File: src/rtl/bytewrite_ram_arbiter.sv
// Two-port round-robin front end for a single-port byte-write, no-change-mode BRAM.
// Commands are registered onto the RAM pins; read data returns two cycles after grant, tagged by port.
module bytewrite_ram_arbiter #(
    parameter int unsigned ADDR_WIDTH = 10,
    parameter int unsigned COL_WIDTH  = 9,
    parameter int unsigned NB_COL     = 4
) (
    input  logic                          clk,
    input  logic                          rst_n,

    input  logic                          a_req,
    input  logic [NB_COL-1:0]             a_we,
    input  logic [ADDR_WIDTH-1:0]         a_addr,
    input  logic [NB_COL*COL_WIDTH-1:0]   a_di,
    output logic                          a_gnt,

    input  logic                          b_req,
    input  logic [NB_COL-1:0]             b_we,
    input  logic [ADDR_WIDTH-1:0]         b_addr,
    input  logic [NB_COL*COL_WIDTH-1:0]   b_di,
    output logic                          b_gnt,

    output logic [NB_COL-1:0]             ram_we,
    output logic [ADDR_WIDTH-1:0]         ram_addr,
    output logic [NB_COL*COL_WIDTH-1:0]   ram_di,
    input  logic [NB_COL*COL_WIDTH-1:0]   ram_do,

    output logic                          rd_valid,
    output logic                          rd_id,
    output logic [NB_COL*COL_WIDTH-1:0]   rd_data
);

    localparam int unsigned DataWidth = NB_COL * COL_WIDTH;

    typedef enum logic {
        PtrA = 1'b0,
        PtrB = 1'b1
    } rr_ptr_e;

    rr_ptr_e                 rr_q, rr_d;
    logic                    grant_a, grant_b;

    logic [NB_COL-1:0]       ram_we_q, ram_we_d;
    logic [ADDR_WIDTH-1:0]   ram_addr_q, ram_addr_d;
    logic [DataWidth-1:0]    ram_di_q, ram_di_d;

    // Stage 1 tracks the command on the RAM pins, stage 2 the cycle its data appears on ram_do.
    logic                    s1_rd_q, s1_rd_d;
    logic                    s1_id_q, s1_id_d;
    logic                    rd_valid_q, rd_valid_d;
    logic                    rd_id_q, rd_id_d;

    // Grants are masked by rst_n so nothing is accepted while reset is asserted.
    always_comb begin
        grant_a = rst_n & a_req & (~b_req | (rr_q == PtrA));
        grant_b = rst_n & b_req & ~grant_a;
    end

    always_comb begin
        rr_d       = rr_q;
        ram_we_d   = '0;
        ram_addr_d = ram_addr_q;
        ram_di_d   = ram_di_q;
        s1_rd_d    = 1'b0;
        s1_id_d    = 1'b0;

        if (grant_a) begin
            rr_d       = PtrB;
            ram_we_d   = a_we;
            ram_addr_d = a_addr;
            ram_di_d   = a_di;
            s1_rd_d    = ~|a_we;
            s1_id_d    = 1'b0;
        end else if (grant_b) begin
            rr_d       = PtrA;
            ram_we_d   = b_we;
            ram_addr_d = b_addr;
            ram_di_d   = b_di;
            s1_rd_d    = ~|b_we;
            s1_id_d    = 1'b1;
        end

        rd_valid_d = s1_rd_q;
        rd_id_d    = s1_id_q;
    end

    always_ff @(posedge clk or negedge rst_n) begin
        if (!rst_n) begin
            rr_q       <= PtrA;
            ram_we_q   <= '0;
            ram_addr_q <= '0;
            ram_di_q   <= '0;
            s1_rd_q    <= 1'b0;
            s1_id_q    <= 1'b0;
            rd_valid_q <= 1'b0;
            rd_id_q    <= 1'b0;
        end else begin
            rr_q       <= rr_d;
            ram_we_q   <= ram_we_d;
            ram_addr_q <= ram_addr_d;
            ram_di_q   <= ram_di_d;
            s1_rd_q    <= s1_rd_d;
            s1_id_q    <= s1_id_d;
            rd_valid_q <= rd_valid_d;
            rd_id_q    <= rd_id_d;
        end
    end

    assign a_gnt    = grant_a;
    assign b_gnt    = grant_b;
    assign ram_we   = ram_we_q;
    assign ram_addr = ram_addr_q;
    assign ram_di   = ram_di_q;
    assign rd_valid = rd_valid_q;
    assign rd_id    = rd_id_q;
    assign rd_data  = ram_do;

endmodule
File: config.mk
export PLATFORM = sky130hd
export DESIGN_NAME = bytewrite_ram_arbiter
export DESIGN_NICKNAME = d
export VERILOG_FILES = /design/src/rtl/bytewrite_ram_arbiter.sv
export SDC_FILE = /design/constraint.sdc
export NUM_CORES = 1
export LEC_CHECK = 0
export ABC_AREA = 1
export CORE_AREA = 2 2 90 92
export CTS_CLUSTER_SIZE = 10
export DETAILED_ROUTE_END_ITERATION = 7
export DIE_AREA = 0 0 92 94
export DONT_BUFFER_PORTS = 1
export PLACE_DENSITY = 0.64
export SYNTH_ARGS = -nofsm -noshare
export SYNTH_HDL_FRONTEND = slang
export SYNTH_SLANG_ARGS = --single-unit
File: constraint.sdc
create_clock -name clk -period 1.1 [get_ports clk]
set_input_delay 0.33 -clock clk [delete_from_list [all_inputs] [get_ports clk]]
set_output_delay 0.33 -clock clk [all_outputs]
set_load 0.03 [all_outputs]
---- Word-level counts from Yosys, hierarchy flattened ----
Index checks and enable logic that the tools add are counted.
word-level totals
  word-level logic and storage cells ...... 33
  output and inout port bits .............. 90
  flip-flop bits (word level) ............. 55
  input bits .............................. 140
cells by class
  bitwise logic cells ..................... 8
  reduce and logical (&&, ||, !) cells .... 5
  muxes and demuxes ....................... 12
operator list
  cell                count
  two-way mux 36 bit  2
  two-way mux 10 bit  2
  two-way mux 4 bit   2
  OR reduction 4 bit  2
  two-way mux 1 bit   6
  bitwise AND 1 bit   4
  inverter 1 bit      3
  zero test 1 bit     2
  nonzero test 2 bit  1
  OR 1 bit            1

---- Depth between registers and ports, before layout ----
Gate-level depths: netlist of run 1.
  depth after elaboration ................. 7
  gate-level depth with buffers ........... 8
  depth with buffers taken out ............ 6

---- Worst setup path before layout of run 1 ----
No wires, ideal clock.
  path kind ............................... input-to-output
  start ................................... in rst_n
  end ..................................... out b_gnt
  slack ................................... -332 ps
  data arrival time ....................... 1102 ps
  data required time ...................... 770 ps
  stages on the path ...................... 4
  path buffers ............................ 1
  cells stage by stage .................... nand2_2 -> buf_4 -> a21oi_4 -> nor2_1
between the ends
  longest elaborated chain between the ends .. 4
  elaborated cells on any way between the ends .. 5
  classes of those cells .................. bitwise (5)
ends and longest elaborated chain
  element                          line  source
  from (decl)                      9     input logic rst_n,
  bitwise AND 1 bit (2 in series)  55    grant_a = rst_n & a_req & (~b_req | (rr_q == PtrA));
  via a_gnt                        15    output logic a_gnt,
  inverter 1 bit                   56    grant_b = rst_n & b_req & ~grant_a;
  bitwise AND 1 bit                56
  to (decl)                        21    output logic b_gnt,
The timed path passes the listed nets, and every way through them passes these cells.

---- Worst setup path in the final report of run 1 ----
  start ................................... reg rr_q
  end ..................................... out a_gnt
between the ends
  longest elaborated chain between the ends .. 3
ends and longest elaborated chain
  element                 line  source
  from (decl)             40    rr_ptr_e rr_q, rr_d;
  from (signal assigned)  89    rr_q <= PtrA;
  from (signal assigned)  98    rr_q <= rr_d;
  inverter 1 bit          55
  OR 1 bit                55
  bitwise AND 1 bit       55
  to (decl)               15
Every way passes these cells.

==> results of run 1 <==
-- routing by layer --
metal,part of all wire,track usage,vias to the layer above
met4,0.014,0.0634,0
met5,0,0,-
met2,0.49,0.320,156
met1,0.40,0.215,1272
met3,0.10,0.0642,14
li1,-,-,1280
-- final cells by class --
type / count / area [um^2] / share of cell area
sequential: 55 / 1440 / 0.391
inverter: 54 / 203 / 0.0550
timing repair buffer: 28 / 488 / 0.132
tap: 102 / 128 / 0.0346
clock buffer: 8 / 100 / 0.0271
multi-input combinational: 261 / 1330 / 0.360
-- what timing repair did --
action	in CTS	in global routing
endpoints found under the hold margin	55	55
gates resized for setup	64	21
cloned	1	10
pin swaps	2	4
setup buffers	1	2
endpoints found under the setup margin	104	104
-- synthesized netlist by cell type, drive strengths merged --
master / instances / share of area
nand3: 144 / 0.22
nand2: 109 / 0.13
buf: 62 / 0.14
dfrtp: 55 / 0.43
inv: 54 / 0.063
nor2: 5 / 0.0058
clkbuf: 3 / 0.0035
a21oi: 1 / 0.0051
o21ai: 1 / 0.0016
-- per-stage QoR --
step / TNS, ns / util
floorplan: -0.274 / -
global placement: -0.373 / 0.409
detailed placement: -1.64 / 0.409
CTS: -7.36 / 0.442
global route: -18.68 / 0.485
finish: -13.55 / 0.485
-- logic make-up (layout without fill, tap and decap cells) --
family / after synthesis / count (layout) / share of synthesized area
buffers and inverters: 119 / 90 / 0.206
AO/OA/AOI/OAI: 2 / 2 / 0.00661
flip-flops: 55 / 55 / 0.428
AND/OR/NAND/NOR: 258 / 259 / 0.359
-- flip-flops by register name (all words and copies together) (netlist names) --
name and flops:
ram_we 4, rd_valid_d 1, rd_id 1, ram_addr 10
ram_di 36, rd_id_d 1, rr_q 1, rd_valid 1
-- power groups by stage --
stage               Combinational, mW  Clock (mW)  Sequential (mW)
global route                     1.27        1.34             3.17
finish                           1.13        1.22             3.14
detailed placement              0.884           0             3.12
global placement                0.854           0             3.12
CTS                             0.946        1.28             3.14
floorplan                       0.960           0             3.05
-- worst max path at each step --
| stage | end | depth (start not counted) |
|---|---|---|
| after detailed placement | ram_addr[1]$_DFFE_PN0P_ | 6 |
| after global placement | b_gnt | 3 |
| after floorplan | b_gnt | 4 |
| after CTS | a_gnt | 2 |
| final | a_gnt | 2 |
| after global routing | a_gnt | 2 |
==> metrics.md, run 1 <==
| Metric | Value |
|---|---|
| Status | `finished, violations left` |
| Violated checks | `negative hold slack, negative setup slack` |
| Psw | `2.04 mW` |
| Critical-path top delay cell | `dfrtp_1` |
| Pwr/cell area | `1490 mW/mm^2` |
| Initial DRC count | `209` |
| Tcrit/Tclk final | `1.28` |
| Clock root cell | `clkbuf_8` |
| Crit path kind | `reg -> out` |
| Sw Share | `0.371` |
| Synthesis-to-layout area growth | `14.6%` |
| Yosys warnings | `0` |
| Initial antenna violation count | `0` |
| Routability cong. | `0.718` |
| Nature of the critical path endpoint | `output pin` |
| Detailed Place HPWL | `5550 um` |
| FF+latch count, synth | `55` |
| Worst-Skew Late Latency | `0.30 ns` |
| Pwr Total | `5.49 mW` |
| Num CTS Buffers | `5` |
| Non-Filler Instances | `508` |
| Syn avg cell area | `7.41 um^2` |
| Layout cell share with drive strength beyond 1 | `0.276` |
| Flop pwr share | `0.573` |
| Routed Antenna Nets | `0` |
| Ant diodes | `0` |
| Number of global-route vias before repair | `2,705` |
| Worst-margin pin slew | `0.219 ns` |
| Mapped cell area | `0.00322 mm^2` |
| Final worst slack | `-0.313 ns` |
| RSZ-0062 raised after global routing | `yes` |
| Gr ovfl total | `0` |
| CTS sink count | `55` |
| Cells after synthesis | `434` |
| Fin. max-slew vios | `0` |
| Final hold slack | `-0.292 ns` |
| Sequential fraction of the synthesis area | `0.428` |
| Dpl cells | `486` |
| Drc violations | `0` |
| R2r setup slk | `-0.28 ns` |
| Worst setup startpoint | `rr_q$_DFFE_PN0P_` |
| Clock slew at reported path FFs | `0.10 ns` |
| Commonest cells after routing, fill and taps aside | `130 x nand3_1, 103 x nand2_1, 53 x inv_1, 52 x dfrtp_2, 14 x nand3_2` |
| Reg-to-reg endpoint | `ram_di[8]$_DFFE_PN0P_` |
| Gr usage total | `0.185` |
| Drt wl/cell | `17.9 um` |
| Crit Path Max Fanout | `6` |
| Total Nets Final | `545` |
| Fmax | `708 MHz` |
| Initial Util | `0.423` |
| Clk pwr share | `0.222` |
| TritonCTS clock tree | `done` |
| Final setup viols | `106` |
| Max cap viols | `0` |
| IO Port Bufs | `0` |
| Worst EP required | `0.77 ns` |
| # IOs | `230` |
| WP buf/inv | `1` |
| Die width | `92 um` |
| Critical path, cell by cell | `a21oi_4 > buf_6` |
| Critical path's top delay family | `flip-flops` |
| Pleak | `1.88 nW` |
| Rel. slew slack | `0.854` |
| Dpl ws | `-0.0606 ns` |
| Via/cell ratio | `5.36` |
| CP startpoint kind | `register` |
| Final hold vios | `55` |
| Clk_skew | `0.00487 ns` |
| Core Area | `0.00761 mm^2` |
| Min Clock Period, post-route | `1.41 ns` |
| DP Area | `0.00311 mm^2` |
| Worst Path Arrival | `1.08 ns` |
| First-pass GRT wire length | `12,800 um` |
| Die area | `0.00865 mm^2` |
| H-tree levels | `2` |
| Comb pwr share | `0.206` |
| Reg-to-Reg Start | `rr_q$_DFFE_PN0P_` |
| Most common cell after layout, fill and taps aside | `nand3_1` |
| Via count | `2,722` |
| # rows | `32` |
| Routed wire length | `9070 um` |
| Worst hold path class | `in -> async` |
| Clock buffer depth | `2` |
| Final Instance Area | `0.00369 mm^2` |
| Die Ht | `94 um` |
| Synthesized Nets | `574` |
| Power Internal | `3.45 mW` |
| R2R depth | `7` |
| Fillers | `738` |
| Iteration count of the initial detailed-routing pass | `4` |
| Max incr delay on CP | `0.42 ns` |
| Largest net degree at the start of global routing | `58` |
| Max IR drop VDD | `0.696 mV` |
| Netlist cell types | `13` |
(Power assumes the default switching activity.)
==> run 2: changes to the inputs <==
GPL_ROUTABILITY_DRIVEN = 0   (was unset)
==> results of run 2 <==
The final DEF is identical to that of run 1; final timing and power are the same.
